**config.mk**
```make
export PLATFORM = sky130hd
export DESIGN_NAME = uv_bus_arb_2x1
export DESIGN_NICKNAME = d
export VERILOG_FILES = /design/src/rtl/uv_bus_pkg.sv /design/src/rtl/uv_bus_arb_idq.sv /design/src/rtl/uv_bus_arb_2x1.sv
export SDC_FILE = /design/constraint.sdc
export NUM_CORES = 1
export LEC_CHECK = 0
export BUFFER_PORTS_ARGS = -buffer_cell sky130_fd_sc_hd__buf_2
export CORE_AREA = 2 2 126 128
export CTS_CLUSTER_DIAMETER = 150
export CTS_CLUSTER_SIZE = 40
export DETAILED_ROUTE_END_ITERATION = 7
export DIE_AREA = 0 0 128 130
export HOLD_SLACK_MARGIN = 0.1
export PLACE_DENSITY = 0.57
export SLEW_MARGIN = 20
export SYNTH_ARGS = -nofsm -noshare
export SYNTH_HDL_FRONTEND = slang
export SYNTH_SLANG_ARGS = --single-unit
```
**constraint.sdc**
```tcl
create_clock -name clk -period 4.8 [get_ports clk]
set_input_delay 0 -clock clk [delete_from_list [all_inputs] [get_ports clk]]
set_output_delay 0 -clock clk [all_outputs]
set_load 0.005 [all_outputs]
```
**src/rtl/uv_bus_pkg.sv**
```systemverilog
// Shared definitions for the uv_bus fabric blocks.
//   - excp_e / EXCP_*: 2-bit response exception encodings carried on *_rsp_excp.
//   - MID_W: width of a master ID as tracked by the 2x1 arbiter's ID queue.
package uv_bus_pkg;

  typedef enum logic [1:0] {
    EXCP_NONE      = 2'b00,
    EXCP_ACC_FAULT = 2'b01,
    EXCP_MISALIGN  = 2'b10,
    EXCP_PAGE_FLT  = 2'b11
  } excp_e;

  localparam int MID_W = 1;

endpackage

```
**src/rtl/uv_bus_arb_idq.sv**
```systemverilog
// In-order ID FIFO: remembers which master issued each outstanding request
// so responses can be routed back in issue order.
// Ports:
//   clk, rst_n   clock, asynchronous active-low reset
//   push/push_id enqueue an ID (ignored when full)
//   pop          dequeue the head (ignored when empty)
//   head_id      oldest ID (meaningful only when !empty)
//   full/empty   occupancy flags
module uv_bus_arb_idq #(
  parameter int WIDTH = 1,
  parameter int DEPTH = 4
) (
  input  logic             clk,
  input  logic             rst_n,
  input  logic             push,
  input  logic [WIDTH-1:0] push_id,
  input  logic             pop,
  output logic [WIDTH-1:0] head_id,
  output logic             full,
  output logic             empty
);

  localparam int PW = $clog2(DEPTH);
  localparam int CW = PW + 1;

  logic [WIDTH-1:0] mem_q [DEPTH];
  logic [PW-1:0]    wr_ptr_q, wr_ptr_d;
  logic [PW-1:0]    rd_ptr_q, rd_ptr_d;
  logic [CW-1:0]    cnt_q, cnt_d;
  logic             do_push, do_pop;

  assign full    = (cnt_q == CW'(DEPTH));
  assign empty   = (cnt_q == '0);
  assign head_id = mem_q[rd_ptr_q];
  assign do_push = push & ~full;
  assign do_pop  = pop & ~empty;

  // DEPTH is a power of two, so pointer overflow is the modulo wrap.
  always_comb begin
    wr_ptr_d = wr_ptr_q;
    rd_ptr_d = rd_ptr_q;
    cnt_d    = cnt_q;
    if (do_push) wr_ptr_d = wr_ptr_q + PW'(1);
    if (do_pop)  rd_ptr_d = rd_ptr_q + PW'(1);
    case ({do_push, do_pop})
      2'b10:   cnt_d = cnt_q + CW'(1);
      2'b01:   cnt_d = cnt_q - CW'(1);
      default: cnt_d = cnt_q;
    endcase
  end

  always_ff @(posedge clk or negedge rst_n) begin
    if (!rst_n) begin
      wr_ptr_q <= '0;
      rd_ptr_q <= '0;
      cnt_q    <= '0;
    end else begin
      wr_ptr_q <= wr_ptr_d;
      rd_ptr_q <= rd_ptr_d;
      cnt_q    <= cnt_d;
    end
  end

  // Storage needs no reset: entries are only read once written.
  always_ff @(posedge clk) begin
    if (do_push) mem_q[wr_ptr_q] <= push_id;
  end

endmodule

```
**src/rtl/uv_bus_arb_2x1.sv**
```systemverilog
// Two-master to one-port bus arbiter. Round-robin grant with locking while a
// granted request stalls; an in-order ID queue routes each response back to
// its issuer. Request/response paths are combinational.
// Ports:
//   clk, rst_n          clock, asynchronous active-low reset
//   mst{0,1}_req_*      request channel from each master (vld/rdy/read/addr/mask/data)
//   mst{0,1}_rsp_*      response channel to each master (vld/rdy/excp/data)
//   slv_req_*           request channel to the fabric master port
//   slv_rsp_*           response channel from the fabric
module uv_bus_arb_2x1
  import uv_bus_pkg::*;
#(
  parameter int ALEN     = 32,
  parameter int DLEN     = 32,
  parameter int MLEN     = DLEN / 8,
  parameter int OSTD_NUM = 4
) (
  input  logic            clk,
  input  logic            rst_n,
  input  logic            mst0_req_vld,
  output logic            mst0_req_rdy,
  input  logic            mst0_req_read,
  input  logic [ALEN-1:0] mst0_req_addr,
  input  logic [MLEN-1:0] mst0_req_mask,
  input  logic [DLEN-1:0] mst0_req_data,
  output logic            mst0_rsp_vld,
  input  logic            mst0_rsp_rdy,
  output logic [1:0]      mst0_rsp_excp,
  output logic [DLEN-1:0] mst0_rsp_data,
  input  logic            mst1_req_vld,
  output logic            mst1_req_rdy,
  input  logic            mst1_req_read,
  input  logic [ALEN-1:0] mst1_req_addr,
  input  logic [MLEN-1:0] mst1_req_mask,
  input  logic [DLEN-1:0] mst1_req_data,
  output logic            mst1_rsp_vld,
  input  logic            mst1_rsp_rdy,
  output logic [1:0]      mst1_rsp_excp,
  output logic [DLEN-1:0] mst1_rsp_data,
  output logic            slv_req_vld,
  input  logic            slv_req_rdy,
  output logic            slv_req_read,
  output logic [ALEN-1:0] slv_req_addr,
  output logic [MLEN-1:0] slv_req_mask,
  output logic [DLEN-1:0] slv_req_data,
  input  logic            slv_rsp_vld,
  output logic            slv_rsp_rdy,
  input  logic [1:0]      slv_rsp_excp,
  input  logic [DLEN-1:0] slv_rsp_data
);

  logic             rr_ptr_q, rr_ptr_d;
  logic             lock_vld_q, lock_vld_d;
  logic             lock_id_q, lock_id_d;
  logic             gnt;
  logic             req_hs, rsp_pop;
  logic             q_full, q_empty;
  logic [MID_W-1:0] head;
  logic             route0, route1;

  // A stalled grant is held so the fabric sees a stable request.
  always_comb begin
    gnt = 1'b0;
    if (lock_vld_q)                      gnt = lock_id_q;
    else if (mst0_req_vld & mst1_req_vld) gnt = rr_ptr_q;
    else                                  gnt = mst1_req_vld;
  end

  assign slv_req_vld  = (gnt ? mst1_req_vld : mst0_req_vld) & ~q_full;
  assign slv_req_read = gnt ? mst1_req_read : mst0_req_read;
  assign slv_req_addr = gnt ? mst1_req_addr : mst0_req_addr;
  assign slv_req_mask = gnt ? mst1_req_mask : mst0_req_mask;
  assign slv_req_data = gnt ? mst1_req_data : mst0_req_data;
  assign mst0_req_rdy = ~gnt & slv_req_rdy & ~q_full;
  assign mst1_req_rdy =  gnt & slv_req_rdy & ~q_full;
  assign req_hs       = slv_req_vld & slv_req_rdy;

  // Responses with an empty queue are spurious: accept and drop them.
  assign route0        = ~q_empty & (head == MID_W'(0));
  assign route1        = ~q_empty & (head == MID_W'(1));
  assign mst0_rsp_vld  = route0 & slv_rsp_vld;
  assign mst1_rsp_vld  = route1 & slv_rsp_vld;
  assign mst0_rsp_excp = route0 ? slv_rsp_excp : 2'b00;
  assign mst1_rsp_excp = route1 ? slv_rsp_excp : 2'b00;
  assign mst0_rsp_data = route0 ? slv_rsp_data : '0;
  assign mst1_rsp_data = route1 ? slv_rsp_data : '0;
  assign slv_rsp_rdy   = q_empty | (route0 & mst0_rsp_rdy) | (route1 & mst1_rsp_rdy);
  assign rsp_pop       = slv_rsp_vld & slv_rsp_rdy & ~q_empty;

  always_comb begin
    rr_ptr_d   = rr_ptr_q;
    lock_vld_d = lock_vld_q;
    lock_id_d  = lock_id_q;
    if (req_hs) begin
      rr_ptr_d   = ~gnt;
      lock_vld_d = 1'b0;
    end else if (slv_req_vld) begin
      lock_vld_d = 1'b1;
      lock_id_d  = gnt;
    end
  end

  always_ff @(posedge clk or negedge rst_n) begin
    if (!rst_n) begin
      rr_ptr_q   <= 1'b0;
      lock_vld_q <= 1'b0;
      lock_id_q  <= 1'b0;
    end else begin
      rr_ptr_q   <= rr_ptr_d;
      lock_vld_q <= lock_vld_d;
      lock_id_q  <= lock_id_d;
    end
  end

  uv_bus_arb_idq #(
    .WIDTH (MID_W),
    .DEPTH (OSTD_NUM)
  ) u_idq (
    .clk     (clk),
    .rst_n   (rst_n),
    .push    (req_hs),
    .push_id (gnt),
    .pop     (rsp_pop),
    .head_id (head),
    .full    (q_full),
    .empty   (q_empty)
  );

endmodule

```
==> metrics.txt, run 1 <==
largest net degree at the start of global routing a little under 80; worst path required time 4.97 ns; Post-synth top cells nor2_1 (76), mux2_2 (65), nand2_1 (41), buf_6 (10), dfrtp_1 (10); maximum buffer depth of the clock tree 2; Post-route DRC 0; Synthesis Warnings 0; Critical Path Start Type flop; GRT Util Overall 0.113; post-layout util 0.259; I/O Buffers around 320; core area 15400 µm²; HP Class in -> reg; asr flop ratio synth 0.714; maximum VDD drop 0.000225 V; period utilisation layout 0.605; vias per cell a little under 4; die width between 100 and 150 µm; count of final hold-check violations 0; # rows 46; RSZ-0062 raised after global routing no; CTS tree done; grt ovf 0; Slew Limit Fails 0; leading area contributor after synthesis mux2_2; Mapped Cells 266; final net count roughly 770; via count 3044; critical path peak fanout 36; Max Cap Viol 0; IO Count 323; Synth top area share 0.336; drt pass-1 iters 4; top area cells in the synthesized netlist mux2_2 (34%), nor2_1 (13%), dfrtp_1 (11%), nand2_1 (7.1%), edfxtp_1 (5.5%); initial antenna violation count 2; Pleak approximately 2.3 nW; total CTS buffers 3; Post-synth EDFFs 4; clk slew on worst S/H paths about 0.050 ns; Max Clk Rate 344 MHz; post-synth net total about 450; first-pass GRT wire length ~14000 µm; Max-slew headroom 0.337; Post-CTS Setup Repair Bufs 0; DRT antenna net count 0; # clock sinks 14; Synth Register Bits 14; layout cells sized above 1 0.699; H-tree levels 1; number of global-route vias before repair between 2000 and 3000; Post-Syn Area per Cell around 8.2 µm²; die height 130 µm; clock root buffer clkbuf_16; ant diodes 0; setup_tns 0 ns; drt first-iter violations 54; Placer Congestion 0.829; Seq/Total Area, Yosys 0.170; dominant synthesized flop cell dfrtp_1; Starting Density 0.141; synth unique cells 33; mapped cell area approximately 2200 µm²; worst slew pin tran about 0.97 ns; Period minus WS final approximately 2.9 ns; area growth from synthesis to layout 83.1%; WP data arrival about 3.1 ns; critical path's largest stage delay around 0.79 ns; Clk Latency, worst-skew pair between 0.2 and 0.25 ns; cell breakdown of the critical path mux2i_1 -> mux2i_4 -> mux2i_1 -> nor2_1 -> ha_1 -> inv_1 -> fa_1 -> xor2_1 -> nor2_1 -> xor2_1; Fill cells between 1500 and 2000; crit path kind reg -> reg; Clock Skew between 0.002 and 0.0025 ns; routed len/inst approximately 14 µm; status complete, no violations; die area around 17000 µm²; slowest cell on the critical path mux2i_4; Crit. End Element flop; Setup violations, final 0; total wire length approximately 11000 µm; most numerous cell in the Yosys netlist nor2_1; PD cells 479 nW/µm²; HPWL after DPL approximately 9500 µm
==> layout make-up <==
cell class | instances | area (µm²) | share of cell area
Multi-Input combinational cell | 228 | 1630 | 0.410
Clock buffer | 3 | 75.1 | 0.0188
Tap cell | 192 | 240 | 0.0602
Inverter | 7 | 26.3 | 0.00659
Sequential cell | 14 | 370 | 0.0928
Clock inverter | 1 | 3.75 | 0.000941
Timing Repair Buffer | 325 | 1640 | 0.411
==> stage by stage <==
stage / cells / total power (W) / setup slack [ns] / hold WS (ns) / cell area (µm²)
floorplan: 266 / 0.00122 / 2.55 / -0.296 / 2180
finish: 770 / 0.00191 / 1.90 / 0.120 / 3990
global route: 770 / 0.00209 / 1.65 / 0.144 / 3990
global placement: 764 / 0.00178 / 1.92 / -0.123 / 3890
detailed placement: 764 / 0.00178 / 1.86 / -0.123 / 3890
CTS: 770 / 0.00195 / 1.87 / 0.126 / 3990
==> cells by family (layout without fill, tap and decap cells) <==
kind of cell,Yosys count,after routing,synth area share
AO/OA/AOI/OAI,9,9,0.0362
AND/OR/NAND/NOR,131,131,0.252
multiplexers,77,77,0.404
flip-flops,14,14,0.170
buffers and inverters,24,336,0.0798
XOR/XNOR,5,5,0.0201
adder cells (fa/ha/maj),6,6,0.0379
==> sequential cells by signal (all words and copies together), names as in the netlist <==
register	count
rr_ptr_q	1
u_idq.mem_q	4
lock_vld_q	1
u_idq.wr_ptr_q	2
u_idq.cnt_q	3
u_idq.rd_ptr_q	2
lock_id_q	1
==> critical path: cells and delay by family, from the launching register on <==
kind / cells / cell delay [ns]
XOR/XNOR: 2 / 0.30
flip-flops: 1 / 0.43
multiplexers: 3 / 1.20
buffers and inverters: 1 / 0.06
AND/OR/NAND/NOR: 2 / 0.27
adder cells (fa/ha/maj): 2 / 0.57
==> what timing repair did <==
action                    CTS  global route
hold endpoints to repair   11             0
resized for setup           0             0
hold buffers                2             0
==> power breakdown <==
group          leakage, nW  total, W  internal (W)  switching [W]
Sequential           0.155  0.000229      0.000179      0.0000499
Combinational         2.11   0.00153      0.000747       0.000780
Clock               0.0385  0.000155      0.000110      0.0000456
Total                 2.30   0.00191       0.00104       0.000876
==> metal layers <==
| metal | track usage | up-vias | part of all wire |
|---|---|---|---|
| li1 | - | 1511 | - |
| met1 | 0.115 | 1311 | 0.36 |
| met2 | 0.229 | 202 | 0.52 |
| met3 | 0.0308 | 16 | 0.098 |
| met4 | 0.0246 | 4 | 0.014 |
| met5 | 0 | - | 0.0027 |
==> cells in the final DEF, fill, tap and decap left out, drive strengths merged <==
master,count
a21boi,1
a22oi,1
a31oi,1
and2,1
and3,4
buf,323
clkbuf,3
clkinv,1
dfrtp,10
dlygate4sd3,2
edfxtp,4
fa,1
ha,5
inv,7
mux2,72
mux2i,5
nand2,41
nand2b,1
nand3,2
nor2,76
nor2b,3
nor3b,1
o21ai,4
o221a,1
o22ai,1
or3,1
or3b,1
xnor2,2
xor2,3
==> final timing paths <==
kind	from	end	slack, ns	depth (start not counted)
min in group asynchronous	rst_n	lock_vld_q$_DFFE_PN0P_	0.15	2
setup reg to reg	u_idq.rd_ptr_q[1]$_DFFE_PN0P_	u_idq.cnt_q[2]$_DFFE_PN0P_	1.90	10
max in group asynchronous	rst_n	u_idq.rd_ptr_q[0]$_DFFE_PN0P_	4.46	2
hold reg to reg	u_idq.cnt_q[2]$_DFFE_PN0P_	u_idq.cnt_q[2]$_DFFE_PN0P_	0.48	1
setup / recovery	u_idq.rd_ptr_q[1]$_DFFE_PN0P_	u_idq.cnt_q[2]$_DFFE_PN0P_	1.90	10
hold / removal	slv_req_rdy	u_idq.wr_ptr_q[1]$_DFFE_PN0P_	0.12	3
No activity file was read; power rests on OpenSTA's default activity.
==> run 2, diff against run 1 <==
ABC_AREA = 1   (was default)
CORE_AREA = 2 2 124 126   (was 2 2 126 128)
DIE_AREA = 0 0 126 128   (was 0 0 128 130)
PLACE_DENSITY = 0.6   (was 0.57)
clock period = 2.4 ns   (was 4.8 ns; I/O delays follow)
==> metrics.txt, run 2 <==
largest net degree at the start of global routing 76; Most flops, register u_idq.mem_q; fin area 4060 µm²; DRT antenna net count 0; Clock Skew around 0.0013 ns; Post-CTS Setup Repair Bufs 0; max FFs per register 4; Post-DP Area 3930 µm²; mapped cell area 2170 µm²; final net count between 900 and 1000; Post-Syn Area per Cell roughly 5 µm²; asr flop ratio synth 0.714; period utilisation layout 0.906; CTS Hold Bufs 4; leading area contributor after synthesis nand2_1; PD cells a little under 1000 nW/µm²; Post-route DRC 0; die width 126 µm; HPWL after DPL about 9400 µm; worst path required time between 2 and 3 ns; status complete, no violations; maximum VDD drop between 0.0004 and 0.0005 V; most numerous cell in the Yosys netlist nand2_1; Placer Congestion approximately 0.8; Setup WS post-layout ~0.23 ns; grt ovf 0; Starting Density 0.146; Mapped Cells between 400 and 500; post-synth net total 619; number of global-route vias before repair roughly 3100; most common cell after layout, fill and taps aside buf_2; biggest regs u_idq.mem_q x4, u_idq.cnt_q x3; die height around 130 µm; core area ~15000 µm²; multi-input logic area about 1500 µm²; Pleak roughly 2.8 nW; drt pass-1 iters 4; HP Class in -> reg; critical path's largest stage delay 0.42 ns; Period minus WS final about 2.2 ns; top area cells in the synthesized netlist nand2_1 (40%), dfrtp_1 (12%), nor2_1 (11%), inv_1 (9.3%), edfxtp_1 (5.5%); count of final hold-check violations 0; crit path kind reg -> reg; via count between 3000 and 4000; # rows 45; Pwr Total around 0.004 W; WP data arrival between 2 and 2.5 ns; post-cts resize count 0; layout cells sized above 1 0.473; Max Cap Viol 0; Max-slew headroom 0.513; total CTS buffers 3; Synth top area share 0.398; first-pass GRT wire length roughly 16000 µm; setup_tns 0 ns; Synth Register Bits 14; worst hold margin roughly 0.18 ns; critical path peak fanout 5; Fill cells between 1500 and 2000; area growth from synthesis to layout 87.0%; drt first-iter violations slightly above 70; most frequent cells in the layout buf_2 (322), nand2_1 (230), nor2_1 (66); Synthesis Warnings 0; routed len/inst 11.3 µm; Post-synth EDFFs 4; slowest cell on the critical path dfrtp_1; IO Count between 300 and 400; H-tree levels 1; maximum buffer depth of the clock tree 2; total wire length approximately 11000 µm; Max Clk Rate about 460 MHz; Place WS ~0.22 ns; Critical Path Start Type flop; worst slew pin tran between 0.7 and 0.8 ns; I/O Buffers 322; clock root buffer clkbuf_16; RSZ-0062 raised after global routing no; # clock sinks 14; clk slew on worst S/H paths ~0.040 ns; dominant synthesized flop cell dfrtp_1; vias per cell 3.76; initial antenna violation count 1; register area around 370 µm²; GRT Util Overall 0.118; Crit. End Element flop; cell breakdown of the critical path inv_2 -> nand2_1 -> nand3_1 -> nand2_2 -> nand3_2 -> nand3_2 -> inv_1 -> ha_1 -> inv_1 -> fa_1 -> a21oi_1 -> o21ai_0 -> xor2_1; Setup violations, final 0; die area approximately 16000 µm²; Seq/Total Area, Yosys 0.171; synth unique cells 23; Slew Limit Fails 0; CTS tree done; Post-synth top cells nand2_1 (230), nor2_1 (66), inv_1 (54), buf_2 (11), nor2_2 (11); Clk Latency, worst-skew pair between 0.2 and 0.25 ns
-- run 2: metrics by stage --
step / std cells / utilization
3_3_place_gp: 927 / 0.265
4_1_cts: 935 / 0.273
6_report: 936 / 0.273
5_1_grt: 936 / 0.273
2_1_floorplan: 433 / -
3_5_place_dp: 927 / 0.265
-- run 2: where the power goes --
group	leakage, nW	switching (W)	internal, W	total, W
logic	2.61	0.00195	0.00129	0.00325
registers	0.159	0.0000692	0.000356	0.000425
clock network	0.0382	0.0000891	0.000224	0.000313
total	2.80	0.00211	0.00187	0.00399
-- run 2: routing by layer --
metal | global-route usage | up-vias | share of wire
met5 | 0 | - | 0
met1 | 0.139 | 1429 | 0.40
met2 | 0.225 | 194 | 0.50
met3 | 0.0205 | 6 | 0.087
li1 | - | 1889 | -
met4 | 0.0233 | 0 | 0.013
-- run 2: cell families (layout without fill, tap and decap cells) --
| logic type | after synthesis | count (layout) | synth area share |
|---|---|---|---|
| compound gates | 6 | 6 | 0.0162 |
| xor+xnor | 3 | 3 | 0.0121 |
| fa+ha+maj | 6 | 6 | 0.0381 |
| buf+inv | 77 | 391 | 0.150 |
| flops | 14 | 14 | 0.171 |
| other cells | 0 | 1 | 0 |
| simple gates | 327 | 327 | 0.613 |
-- run 2: final cells by class --
type / count / share of cell area
Timing Repair Buffer: 330 / 0.415
Inverter: 57 / 0.0528
Clock buffer: 4 / 0.0194
Multi-Input combinational cell: 342 / 0.363
Antenna cell: 1 / 0.000617
Tap cell: 188 / 0.0580
Sequential cell: 14 / 0.0913
-- run 2: worst max-delay path, delay by kind of cell (launching register included) --
| kind | cells | cell delay (ns) |
|---|---|---|
| xor gates and xnor gates | 1 | 0.15 |
| AOI/OAI and AO/OA | 2 | 0.25 |
| and+or+nand+nor | 5 | 0.51 |
| adders and majority gates | 2 | 0.51 |
| DFF | 1 | 0.42 |
| buffers and inverters | 3 | 0.22 |
-- run 2: path summary, 6_finish.rpt --
check	from	to	slack (ns)	cells past startpoint
max reg2reg	u_idq.rd_ptr_q[0]$_DFFE_PN0P_	u_idq.cnt_q[2]$_DFFE_PN0P_	0.23	13
min	mst0_rsp_rdy	u_idq.rd_ptr_q[1]$_DFFE_PN0P_	0.18	5
min reg2reg	u_idq.cnt_q[0]$_DFFE_PN0P_	u_idq.cnt_q[0]$_DFFE_PN0P_	0.47	1
max	u_idq.rd_ptr_q[0]$_DFFE_PN0P_	u_idq.cnt_q[2]$_DFFE_PN0P_	0.23	13
max in group asynchronous	rst_n	u_idq.rd_ptr_q[0]$_DFFE_PN0P_	2.01	2
min in group asynchronous	rst_n	u_idq.cnt_q[2]$_DFFE_PN0P_	0.19	2
